<file path="config.mk">
export PLATFORM = sky130hd
export DESIGN_NAME = bcd_counter_chain
export DESIGN_NICKNAME = d
export VERILOG_FILES = /design/src/rtl/bcd_counter_pkg.sv /design/src/rtl/bcd_digit.sv /design/src/rtl/bcd_counter_chain.sv
export SDC_FILE = /design/constraint.sdc
export NUM_CORES = 1
export LEC_CHECK = 0
export CAP_MARGIN = 20
export CORE_MARGIN = 2
export CORE_UTILIZATION = 35
export CTS_CLUSTER_SIZE = 25
export DETAILED_ROUTE_END_ITERATION = 10
export GPL_ROUTABILITY_DRIVEN = 0
export PLACE_DENSITY_LB_ADDON = 0.15
export SYNTH_ARGS = -nofsm -noshare
export SYNTH_HDL_FRONTEND = slang
export SYNTH_SLANG_ARGS = --single-unit
</file>
<file path="constraint.sdc">
create_clock -name clk -period 4.1 [get_ports clk]
set_input_delay 0.82 -clock clk [delete_from_list [all_inputs] [get_ports clk]]
set_output_delay 0.82 -clock clk [all_outputs]
set_load 0.005 [all_outputs]
</file>
<file path="src/rtl/bcd_counter_pkg.sv">
// Shared BCD types, constants and the per-digit saturation helper for bcd_counter_chain.
package bcd_counter_pkg;

    localparam int unsigned BCD_W = 4;

    typedef logic [BCD_W-1:0] bcd_t;

    localparam bcd_t BCD_MAX = 4'd9;

    // Non-decimal nibbles clamp to 9 so a digit can never leave the 0..9 range.
    function automatic bcd_t bcd_sat(bcd_t d);
        return (d > BCD_MAX) ? BCD_MAX : d;
    endfunction

endpackage

</file>
<file path="src/rtl/bcd_digit.sv">
// One decade stage: clear > load > increment/decrement, with same-cycle carry/borrow outputs.
module bcd_digit
    import bcd_counter_pkg::*;
(
    input  logic clk,
    input  logic rst,
    input  logic inc,
    input  logic dec,
    input  logic ld,
    input  bcd_t ld_val,
    input  logic clr,
    output bcd_t val,
    output logic co,
    output logic bo
);

    bcd_t val_d;

    assign co = inc && (val == BCD_MAX);
    assign bo = dec && (val == '0);

    always_comb begin
        val_d = val;
        if (clr) begin
            val_d = '0;
        end else if (ld) begin
            val_d = bcd_sat(ld_val);
        end else if (inc) begin
            val_d = (val == BCD_MAX) ? '0 : val + 4'd1;
        end else if (dec) begin
            val_d = (val == '0) ? BCD_MAX : val - 4'd1;
        end
    end

    always_ff @(posedge clk or negedge rst) begin
        if (!rst) begin
            val <= '0;
        end else begin
            val <= val_d;
        end
    end

endmodule

</file>
<file path="src/rtl/bcd_counter_chain.sv">
// Multi-digit BCD counter with prescaler, clear/load and registered carry/step pulses.
// Define BCD_CNT_DOWN_EN to add the dir port and down counting with borrow.
module bcd_counter_chain
    import bcd_counter_pkg::*;
#(
    parameter int unsigned DIGITS   = 2,
    parameter int unsigned PRESCALE = 1
) (
    input  logic                    clk,
    input  logic                    rst,
    input  logic                    en,
    input  logic                    clr,
    input  logic                    load,
    input  logic [BCD_W*DIGITS-1:0] load_val,
`ifdef BCD_CNT_DOWN_EN
    input  logic                    dir,
`endif
    output logic [BCD_W*DIGITS-1:0] cnt,
    output logic                    carry,
    output logic                    step
);

    localparam int unsigned PSC_W = (PRESCALE > 1) ? $clog2(PRESCALE) : 1;
    localparam logic [PSC_W-1:0] PSC_LAST = PSC_W'(PRESCALE - 1);

    logic [PSC_W-1:0] psc_q, psc_d;
    logic             tick, adv, adv_up, adv_dn, down, wrap;
    logic [DIGITS-1:0] inc, dec, co, bo;

`ifdef BCD_CNT_DOWN_EN
    assign down = dir;
`else
    assign down = 1'b0;
`endif

    assign tick   = en && (psc_q == PSC_LAST);
    assign adv    = tick && !clr && !load;
    assign adv_up = adv && !down;
    assign adv_dn = adv && down;
    // The top digit's carry/borrow only fires when every lower digit also rolled over.
    assign wrap   = down ? bo[DIGITS-1] : co[DIGITS-1];

    always_comb begin
        psc_d = psc_q;
        if (clr || load) begin
            psc_d = '0;
        end else if (en) begin
            psc_d = tick ? '0 : psc_q + 1'b1;
        end
    end

    for (genvar i = 0; i < DIGITS; i++) begin : g_digit
        if (i == 0) begin : g_lsd
            assign inc[i] = adv_up;
            assign dec[i] = adv_dn;
        end else begin : g_upper
            assign inc[i] = co[i-1];
            assign dec[i] = bo[i-1];
        end

        bcd_digit u_digit (
            .clk    (clk),
            .rst    (rst),
            .inc    (inc[i]),
            .dec    (dec[i]),
            .ld     (load),
            .ld_val (load_val[BCD_W*i +: BCD_W]),
            .clr    (clr),
            .val    (cnt[BCD_W*i +: BCD_W]),
            .co     (co[i]),
            .bo     (bo[i])
        );
    end

    always_ff @(posedge clk or negedge rst) begin
        if (!rst) begin
            psc_q <= '0;
            carry <= 1'b0;
            step  <= 1'b0;
        end else begin
            psc_q <= psc_d;
            carry <= wrap;
            step  <= adv;
        end
    end

endmodule

</file>
---- Word-level counts from Yosys, hierarchy flattened ----
Cells that the tools add are included.
cells by class
  add/sub/neg operators ................... 3
  $lt $le $gt $ge ......................... 2
  equal/unequal tests ..................... 2
  muxes and demuxes ....................... 13
  bitwise logic cells ..................... 1
  reduce and logical (&&, ||, !) cells .... 11
operators by type and width
  cell                                                           number
  4-bit two-way mux                                              10
  4-bit by 1-bit adder with 4-bit output, second input constant  2
  4-bit equality test, second input constant                     2
  4-bit > comparator, second input constant                      2
  3-bit nonzero test                                             2
  1-bit logical AND                                              5
  1-bit two-way mux                                              3
  1-bit logical NOT                                              2
  2-bit nonzero test                                             1
  1-bit adder, second input constant                             1
  1-bit logical OR                                               1
  1-bit inverter                                                 1
word-level totals
  flip-flop bits (word level) ............. 11
  bits of input ports ..................... 13
  output and inout bits ................... 10
  logic and storage cells ................. 37

---- Depth between registers and ports, before layout ----
  word-level depth ........................ 8
  mapped depth ............................ 5
  mapped depth without buffers ............ 5

---- Hierarchy ----
From an unflattened synthesis, not the netlist that was laid out.
second synthesis, totals
  cells, all modules ...................... 104
  area total of the unflattened synthesis .. 812.0 µm²
by module, submodules not included
  module             instances  cells each  area each (µm²)  seq. area each (µm²)
  bcd_digit          2          49          357.8            100.1
  bcd_counter_chain  1          6           96.3             75.1

---- Worst setup path after synthesis ----
Ideal clock, no wire load.
  path type ............................... input to register
  from .................................... in load
  to ...................................... reg g_digit[1].u_digit.val[3]
  library setup time ...................... 0.144 ns
  arrival ................................. 1.588 ns
  data required time ...................... 3.956 ns
  slack ................................... 2.368 ns
  cell stages on the path ................. 3
  path buffers ............................ 0
  cells stage by stage .................... or4b_4 o21ai_1 o221ai_1
between the ends
  cells in the longest elaborated chain, start to end .. 4
  elaborated cells between the ends (all ways) .. 6
  those cells by class .................... 2 x mux; 4 x reduce/logical
RTL lines
  element                       RTL line                 text
  start, declared               bcd_counter_chain.sv:13  input logic load,
  1-bit logical NOT             bcd_counter_chain.sv:37  assign adv = tick && !clr && !load;
  1-bit logical AND             bcd_counter_chain.sv:37
  1-bit logical AND             bcd_digit.sv:19          assign co = inc && (val == BCD_MAX);
  3-bit nonzero test (no line)  n/a
  end signal, assigned          bcd_digit.sv:39          val <= val_d;
  end, declared                 bcd_digit.sv:12          output bcd_t val,
Parallel ways exist; a longest one is shown, timed or not.
A chain may end at the register's enable or synchronous reset.

---- Worst setup path after layout ----
Ends and elaborated chain as after synthesis.

==> run metrics <==
status=completed; setup_tns=0 ns; DRT Pass-1 Iters=3; first-pass GRT wire length=3.15 mm; fin util=51.4%; worst-path maximum fanout=20; PortBufs=22; Worst Hold Launch=psc_q; r2r setup slk=2.48 ns; CTS Buffer Depth=2; Yosys top cell by area=dfrtp_1; Synth Area in Simple Gates=25.8%; RSZ-0062 raised after global routing=false; Unique masters post-synth=37; DP Worst Slack=1.42 ns; Yosys reg bits=11; Final period util=58.6%; # clock sinks=11; post-synthesis cell count=80; number of synthesized flops with an enable pin=0; top_reg_cell synth=dfrtp_1; reg2reg path depth=4; measured slew at the worst slew-check pin=0.695 ns; Final ANT Viol Nets=0; final worst slack=1.70 ns; syn nets=97; critical path's slowest cell=clkdlybuf4s50_1; Reg clk slew, reported paths=0.08 ns; delay-heaviest family, CP=buffers and inverters; Worst Hold Class=reg2reg; post-CTS setup buffer count=0; Skew-Pair Late Insertion Delay=0.27 ns; f_max=0.417 GHz; P_sw=0.0768 mW; H-tree levels=1; Period minus WS final=2.40 ns; Min Hold Slack=0.595 ns; Synth warnings=0; wirelength, routed=1.80 mm; P_leak=0.427 nW; power share of the combinational group=24.9%; n_diodes=0; total CTS buffers=3; layout cell share with drive strength beyond 1=8.74%; fill count=206; Compound-Gate Fraction of Synth Area=26.1%; post-route design area=0.00103 mm2; Multi-input gate area=454 um2; pwr dens=257 mW/mm2; clock share of power=28.3%; detailed placer's ending HPWL=1.32 mm; antenna violations before repair=0; Crit. path cell count=4; 1st-iter DRT viols=6; XOR/XNOR Fraction of Synth Area=1.15%; Layout Cells excl Fill=130; vias in the first global route=691; Remaining DRCs=0; worst path buffer plus inverter count=1; largest family of logic cells by synthesized area=compound AO/OA/AOI/OAI gates; reg2reg end=g_digit[0].u_digit.val[1]; Top Ports=23; DR vias/cell=5.36; Via Count=697; Avg Cell Area, Syn=9.52 um2; Final Hold Viols=0; Critical Path Sink=g_digit[1].u_digit.val[3]; # rows=16; Overall Global Routing Usage=16.3%; adder-cell share of the synthesized area=6.57%; hold buffers post-CTS=0; startpoint types=primary input; reg2reg start=g_digit[0].u_digit.val[0]; VDD IR-drop max=151 uV; dpl cells=126; root buf cell=clkbuf_4; cts repair resizes=0; die width=50.7 um; Sw Ratio=29.0%; CTS tree=built; largest net degree at the start of global routing=21; synth-to-layout area growth=35.1%; Max Cap Viol=0; Slew Viols, Final=0; Internal=0.188 mW; Worst Path Required=4.24 ns; area post-placement=0.00100 mm2; crit-path cells=clkdlybuf4s50_1 > or4b_4 > o21ai_1 > o221ai_1; final count of negative-setup-slack endpoints=0; relative slew slack=53.5%; Seq pwr share=46.8%; multiplexer share of the synthesized area=0%; Synth async-reset ratio=100%; die area=0.00257 mm2; wire length per cell=13.8 um; critical path capture point type=flop; Yosys top cell area share=36.1%; Cell Area, Synth=762 um2; Pwr Total=0.265 mW; most frequent cell after synthesis=dfrtp_1; WS Path Type=in2reg; GR Overflow Total=0; CP max stage delay=0.76 ns; Worst Path Arrival=2.54 ns; Nets=121; die height=50.7 um; largest cells by area after synthesis=dfrtp_1 36%, ha_1 6.6%, a221oi_2 3.9%, a221oi_1 3.4%, nor2_1 3.0%; sequential share of the synthesized area=36.1%; core area=0.00200 mm2; Initial Util=38.1%; Synth top cells by count=11 x dfrtp_1, 6 x nor2_1, 5 x nand2_1, 4 x ha_1, 4 x inv_1; critical path launch point=load; Layout Skew=0.00508 ns; register area=275 um2
==> worst min path at each step <==
stage                  to  slack, ns  cells past startpoint
floorplan           carry       0.52                      0
global placement    psc_q       0.58                      1
detailed placement   step       0.58                      2
CTS                  step       0.60                      2
global route        psc_q       0.63                      1
finish              psc_q       0.59                      1
==> sequential cells by signal, indices dropped and copies added (netlist names) <==
register,flops
psc_q,1
g_digit.u_digit.val,8
carry,1
step,1
==> cell families (layout without fill, tap and decap cells) <==
family                     Yosys count  count (layout)
and+or+nand+nor                     31              31
buffers and inverters                8              31
xor gates and xnor gates             1               1
AOI/OAI and AO/OA                   25              25
adders and majority gates            4               4
DFF                                 11              11
==> metal layers <==
metal,track usage (%),up-vias,share of wire [%]
li1,-,346,-
met1,22.0,331,49
met2,25.4,18,45
met3,2.98,2,4.4
met4,7.21,0,1.3
met5,0,-,0
==> final cells by class <==
type | count | area share (%)
clock buffer | 3 | 2.19
multi-input combinational | 61 | 44.1
timing repair buffer | 22 | 21.4
inverter | 5 | 1.82
tap | 27 | 3.28
sequential | 11 | 26.7
clock inverter | 1 | 0.486
==> layout by cell type, fill, tap and decap left out, drive strengths merged, types with 2 or more instances in the layout <==
cell,netlist,final
or3,2,2
o21ai,4,4
a21oi,3,3
dfrtp,11,11
a221oi,5,5
and3b,3,3
nor2,6,6
nand2,5,5
clkbuf,1,3
ha,4,4
nor2b,2,2
nand3b,2,2
a211oi,2,2
nand2b,3,3
a21boi,2,2
inv,5,5
nor3b,3,3
clkdlybuf4s50,0,22
==> power by group through the flow <==
stage,combinational (mW),sequential [mW],clock [mW]
floorplan,0.0334,0.124,0
global placement,0.0660,0.126,0
detailed placement,0.0663,0.126,0
CTS,0.0668,0.124,0.0790
global route,0.0740,0.126,0.0877
finish,0.0661,0.124,0.0750
(Power assumes the default switching activity.)
